<file path="src/rtl/datapath_sequencer.sv">
// -----------------------------------------------------------------------------
// datapath_sequencer
//
// Multi-cycle controller that walks the register-file/ALU datapath through one
// instruction at a time (addi, add, sub, bne). An instruction is taken over a
// valid/ready handshake and then goes IDLE -> DECODE -> EXEC -> RETIRE.
// Illegal encodings skip EXEC and retire with an illegal pulse.
//
// Ports:
//   clk, rst      rising-edge clock, asynchronous active-high reset
//   instr_valid   instruction presented by the source
//   instr         32-bit RV32 instruction word
//   instr_ready   sequencer is idle and will capture instr on this edge
//   EQ            equal flag from the datapath ALU, sampled at the end of EXEC
//   AD1/AD2/AD3   register-file read (rs1, rs2) and write (rd) addresses
//   WE3           register-file write enable (EXEC only)
//   ALUSrc        ALU operand b select: 0 = RD2, 1 = ImmOp
//   ALUCtrl       ALU operation: 0 = add, 1 = sub
//   ImmOp         sign-extended immediate
//   pc            program counter
//   busy          high whenever the sequencer is not idle
//   done          one-cycle pulse when a legal instruction retires
//   illegal       one-cycle pulse when an illegal instruction retires
// -----------------------------------------------------------------------------
module datapath_sequencer #(
  parameter logic [31:0] PC_RESET = 32'h0000_0000
) (
  input  logic        clk,
  input  logic        rst,
  input  logic        instr_valid,
  input  logic [31:0] instr,
  output logic        instr_ready,
  input  logic        EQ,
  output logic [4:0]  AD1,
  output logic [4:0]  AD2,
  output logic [4:0]  AD3,
  output logic        WE3,
  output logic        ALUSrc,
  output logic        ALUCtrl,
  output logic [31:0] ImmOp,
  output logic [31:0] pc,
  output logic        busy,
  output logic        done,
  output logic        illegal
);

  typedef enum logic [1:0] {
    IDLE,
    DECODE,
    EXEC,
    RETIRE
  } state_t;

  state_t      state;
  state_t      state_next;
  logic [31:0] ir;
  logic [31:0] pc_q;
  logic        illegal_q;

  // Instruction fields and decode, all taken from the held instruction register
  logic [6:0]  opcode;
  logic [2:0]  funct3;
  logic [6:0]  funct7;
  logic [4:0]  rs1;
  logic [4:0]  rs2;
  logic [4:0]  rd;
  logic        is_addi;
  logic        is_add;
  logic        is_sub;
  logic        is_bne;
  logic        is_legal;
  logic [31:0] imm_i;
  logic [31:0] imm_b;
  logic [31:0] pc_next;

  assign opcode = ir[6:0];
  assign rd     = ir[11:7];
  assign funct3 = ir[14:12];
  assign rs1    = ir[19:15];
  assign rs2    = ir[24:20];
  assign funct7 = ir[31:25];

  assign is_addi  = (opcode == 7'b0010011) && (funct3 == 3'b000);
  assign is_add   = (opcode == 7'b0110011) && (funct3 == 3'b000) && (funct7 == 7'b0000000);
  assign is_sub   = (opcode == 7'b0110011) && (funct3 == 3'b000) && (funct7 == 7'b0100000);
  assign is_bne   = (opcode == 7'b1100011) && (funct3 == 3'b001);
  assign is_legal = is_addi || is_add || is_sub || is_bne;

  assign imm_i = {{20{ir[31]}}, ir[31:20]};
  assign imm_b = {{19{ir[31]}}, ir[31], ir[7], ir[30:25], ir[11:8], 1'b0};

  // A taken bne (registers differ) jumps by the branch offset; everything
  // else that reaches EXEC simply advances to the next word.
  assign pc_next = (is_bne && !EQ) ? (pc_q + imm_b) : (pc_q + 32'd4);

  assign pc = pc_q;

  // State, instruction register, program counter and retire-kind flag.
  // IR is only loaded on an accepted handshake; pc only moves on the edge
  // that ends EXEC, so an illegal instruction or a reset before that edge
  // leaves it untouched.
  always_ff @(posedge clk or posedge rst) begin
    if (rst) begin
      state     <= IDLE;
      ir        <= 32'h0;
      pc_q      <= PC_RESET;
      illegal_q <= 1'b0;
    end else begin
      state <= state_next;
      if (state == IDLE && instr_valid) begin
        ir <= instr;
      end
      if (state == DECODE) begin
        illegal_q <= !is_legal;
      end
      if (state == EXEC) begin
        pc_q <= pc_next;
      end
    end
  end

  // Next-state logic and all combinational outputs. Datapath controls are
  // only driven in DECODE and EXEC for legal instructions; IDLE and RETIRE
  // present an all-zero control word. instr_ready is also masked by rst so
  // that every output reads zero while reset is held.
  always_comb begin
    state_next  = state;
    instr_ready = 1'b0;
    busy        = 1'b0;
    done        = 1'b0;
    illegal     = 1'b0;
    AD1         = 5'd0;
    AD2         = 5'd0;
    AD3         = 5'd0;
    WE3         = 1'b0;
    ALUSrc      = 1'b0;
    ALUCtrl     = 1'b0;
    ImmOp       = 32'h0;

    if (state == DECODE || state == EXEC) begin
      if (is_legal) begin
        AD1     = rs1;
        AD2     = is_addi ? 5'd0 : rs2;
        AD3     = is_bne ? 5'd0 : rd;
        ALUSrc  = is_addi;
        ALUCtrl = is_sub || is_bne;
        if (is_addi) begin
          ImmOp = imm_i;
        end else if (is_bne) begin
          ImmOp = imm_b;
        end
      end
    end

    case (state)
      IDLE: begin
        instr_ready = !rst;
        if (instr_valid && !rst) begin
          state_next = DECODE;
        end
      end
      DECODE: begin
        busy       = 1'b1;
        state_next = is_legal ? EXEC : RETIRE;
      end
      EXEC: begin
        busy       = 1'b1;
        WE3        = !is_bne && (rd != 5'd0);
        state_next = RETIRE;
      end
      RETIRE: begin
        busy       = 1'b1;
        done       = !illegal_q;
        illegal    = illegal_q;
        state_next = IDLE;
      end
      default: begin
        state_next = IDLE;
      end
    endcase
  end

endmodule

</file>
<file path="config.mk">
export PLATFORM = sky130hd
export DESIGN_NAME = datapath_sequencer
export DESIGN_NICKNAME = d
export VERILOG_FILES = /design/src/rtl/datapath_sequencer.sv
export SDC_FILE = /design/constraint.sdc
export NUM_CORES = 1
export LEC_CHECK = 0
export CORE_MARGIN = 2
export CORE_UTILIZATION = 50
export CTS_CLUSTER_SIZE = 10
export DETAILED_ROUTE_END_ITERATION = 12
export GPL_ROUTABILITY_DRIVEN = 0
export GPL_TIMING_DRIVEN = 0
export PLACE_DENSITY_LB_ADDON = 0.15
export SYNTH_ARGS = -nofsm -noshare
export SYNTH_HDL_FRONTEND = slang
export SYNTH_SLANG_ARGS = --single-unit
</file>
<file path="constraint.sdc">
create_clock -name clk -period 4.4 [get_ports clk]
set_clock_uncertainty 0.05 [all_clocks]
set_input_delay 0.88 -clock clk [delete_from_list [all_inputs] [get_ports clk]]
set_output_delay 0.88 -clock clk [all_outputs]
set_load 0.01 [all_outputs]
</file>
==> summary.txt <==
Status - complete, no violations
Die H - 108 µm
Most frequent cells in the layout - clkdlybuf4s50_1, a21oi_1, nand2_1, dfrtp_1, nor2_1
Fmax - 239 MHz
Fraction of registers with async set/reset - 1.00
Setup TNS - 0 ns
RSZ-0062 raised after global routing - no
Starting Density - 0.517
CP Max Fanout - 5
Final nets - 846
Clk pin slew, worst setup/hold paths - 0.08 ns
All-Layer GR Usage - 0.280
PortBufs - 120
Num CTS Buffers - 9
Final min period - 4.18 ns
Ys Warns - 0
Largest net degree at the start of global routing - 68
Hold Buf Count CTS - 0
Final Instance Area - 6960 µm²
DR WL/cell - 17.5 µm
Mapped cell area - 5370 µm²
Skew-Pair Late Insertion Delay - 0.35 ns
Final Util - 0.671
Max Cap Viol - 0
Final Hold Vio Count - 0
Period utilization - 0.950
Die W - 108 µm
FP Rows - 37
P&R area growth vs syn - 29.7%
Vias per cell - 5.96
Vias in the first global route - 5314
Critical Path RT - 3.47 ns
Drc violations - 0
Slew headroom - 0.428
Pwr dens - 480 nW/µm²
Peak VDD IR - 0.399 mV
CP peak stage delay - 0.55 ns
Congestion Overflow GR - 0
Clock sink count - 66
Unique masters post-synth - 64
Worst Path Arrival - 3.25 ns
Synthesized area per cell - 8.37 µm²
WS Path Type - reg -> out
Placed inst area - 6740 µm²
Worst slew pin tran - 0.850 ns
ANT cells - 0
# fillers - 883
Final HPWL DP - 11900 µm
Core ar. - 10400 µm²
Post-route ant nets - 0
Global-route wire length before repair - 25800 µm
First-pass iteration count of the detailed router - 6
Max Slew Vio Count - 0
Mapped Nets - 714
Slowest CP cell - clkdlybuf4s50_1
Final setup viols - 0
Synth Flop Type - dfrtp_1
CP startpoint kind - register
Antenna violations before repair - 0
Critical-path cell list - or4_4 > or2_1 > buf_2 > nor4_4 > nor2_1 > nor2b_2 > and2b_1 > and2_1 > clkdlybuf4s50_1
CTS tree - done
Max Root-Sink Buffers - 2
CP endpoint kind - primary output
Sequential fraction of the synthesis area - 0.308
Cells after synthesis - 641
Routed WL - 16000 µm
Vias - 5450
H-tree depth - 3
Hold WC Path Type - reg -> reg
Leakage - 3.04 nW
DRT iter0 DRCs - 474
I/O pin count - 122
Commonest non-fill, non-tap cell in the layout - clkdlybuf4s50_1
Die area - 11600 µm²
Post-synth EDFFs - 0
Flops & latches, synth - 66
CTS Root Cell - clkbuf_8
Share of cells above drive strength 1 - 0.116
Total power - 3.34 mW
## critical path: cells and delay by family, from the launching register on
kind / cells / cell delay [ns]
AND/OR/NAND/NOR: 7 / 1.79
buffers and inverters: 2 / 0.72
flip-flops: 1 / 0.38
## cells by family (layout without fill, tap and decap cells)
family	count (synthesis)	count (layout)	share of synthesized area
and+or+nand+nor	229	229	0.219
AOI/OAI and AO/OA	181	181	0.209
buffers and inverters	67	204	0.0620
DFF	66	66	0.308
adders and majority gates	37	37	0.0877
muxes	37	37	0.0767
xor gates and xnor gates	23	23	0.0375
other	1	1	0.000699
## per-stage QoR
stage          hold WS [ns]  std cells  worst slack, ns
6_report              0.425        914            0.221
5_1_grt               0.463        914           0.0444
4_1_cts               0.425        913           0.0161
3_5_place_dp          0.410        897          -0.0470
3_3_place_gp          0.410        897           0.0132
2_1_floorplan         0.421        641             1.14
## layout make-up
type                            count  area (µm²)  share of cell area
Multi-Input combinational cell    508        3400               0.489
Inverter                           23        88.8              0.0128
Sequential cell                    66        1650               0.238
Tap cell                          136         170              0.0245
Buffer                             44         246              0.0354
Clock inverter                      5        55.1             0.00791
Clock buffer                       11         131              0.0189
Timing Repair Buffer              121        1210               0.174
## synthesized netlist by cell type (4+ instances only)
master	instances	area share
or3_1	6	0.0070
nor2_1	39	0.027
nand2_1	66	0.046
dfrtp_1	66	0.31
ha_1	36	0.084
o22ai_1	5	0.0058
xnor2_1	13	0.021
a21o_1	13	0.018
nand3_1	25	0.023
buf_4	21	0.029
and2_1	18	0.021
and3_1	12	0.014
nand4_1	9	0.010
xor2_1	10	0.016
nor3_1	13	0.012
a221oi_1	4	0.0065
nor2b_1	8	0.0093
o21a_1	4	0.0056
a21oi_1	73	0.068
mux2i_1	4	0.0075
a31oi_1	5	0.0058
nor4_1	4	0.0047
clkbuf_1	18	0.013
inv_1	23	0.016
o21ai_0	38	0.035
nand2b_1	8	0.0093
mux2_2	33	0.069
o21bai_1	5	0.0070
## routing by layer
metal	GRT usage	up-vias	part of all wire
li1	-	2578	-
met1	0.369	2605	0.41
met2	0.465	227	0.49
met3	0.0484	40	0.070
met4	0.0925	0	0.021
met5	0	-	0
## power by group
part	internal [mW]	leakage, nW	total, mW	switching, mW
registers	0.811	0.833	1.07	0.255
clock network	0.260	0.0893	0.511	0.251
logic	0.776	2.12	1.76	0.986
## registers in the layout (all words and copies together), names as in the netlist
register,cells
pc,31
illegal_q,1
ir,32
state,2
## worst paths after layout
| path | from | depth (start not counted) | slack (ns) | endpoint |
|---|---|---|---|---|
| setup / recovery | ir[2] | 9 | 0.22 | AD3[4] |
| hold / removal | pc[31] | 1 | 0.42 | pc[31] |
| setup reg to reg | pc[6] | 9 | 0.93 | pc[24] |
| hold reg to reg | pc[31] | 1 | 0.42 | pc[31] |
| max in group asynchronous | rst | 2 | 2.68 | ir[31] |
| min in group asynchronous | rst | 2 | 1.03 | ir[9] |
## repair_timing
item	in CTS	in global routing
buffers inserted	0	1
pin swaps	0	0
resized for setup	4	2
hold endpoints to repair	0	0
endpoints found under the setup margin	31	25
(Power assumes the default switching activity.)
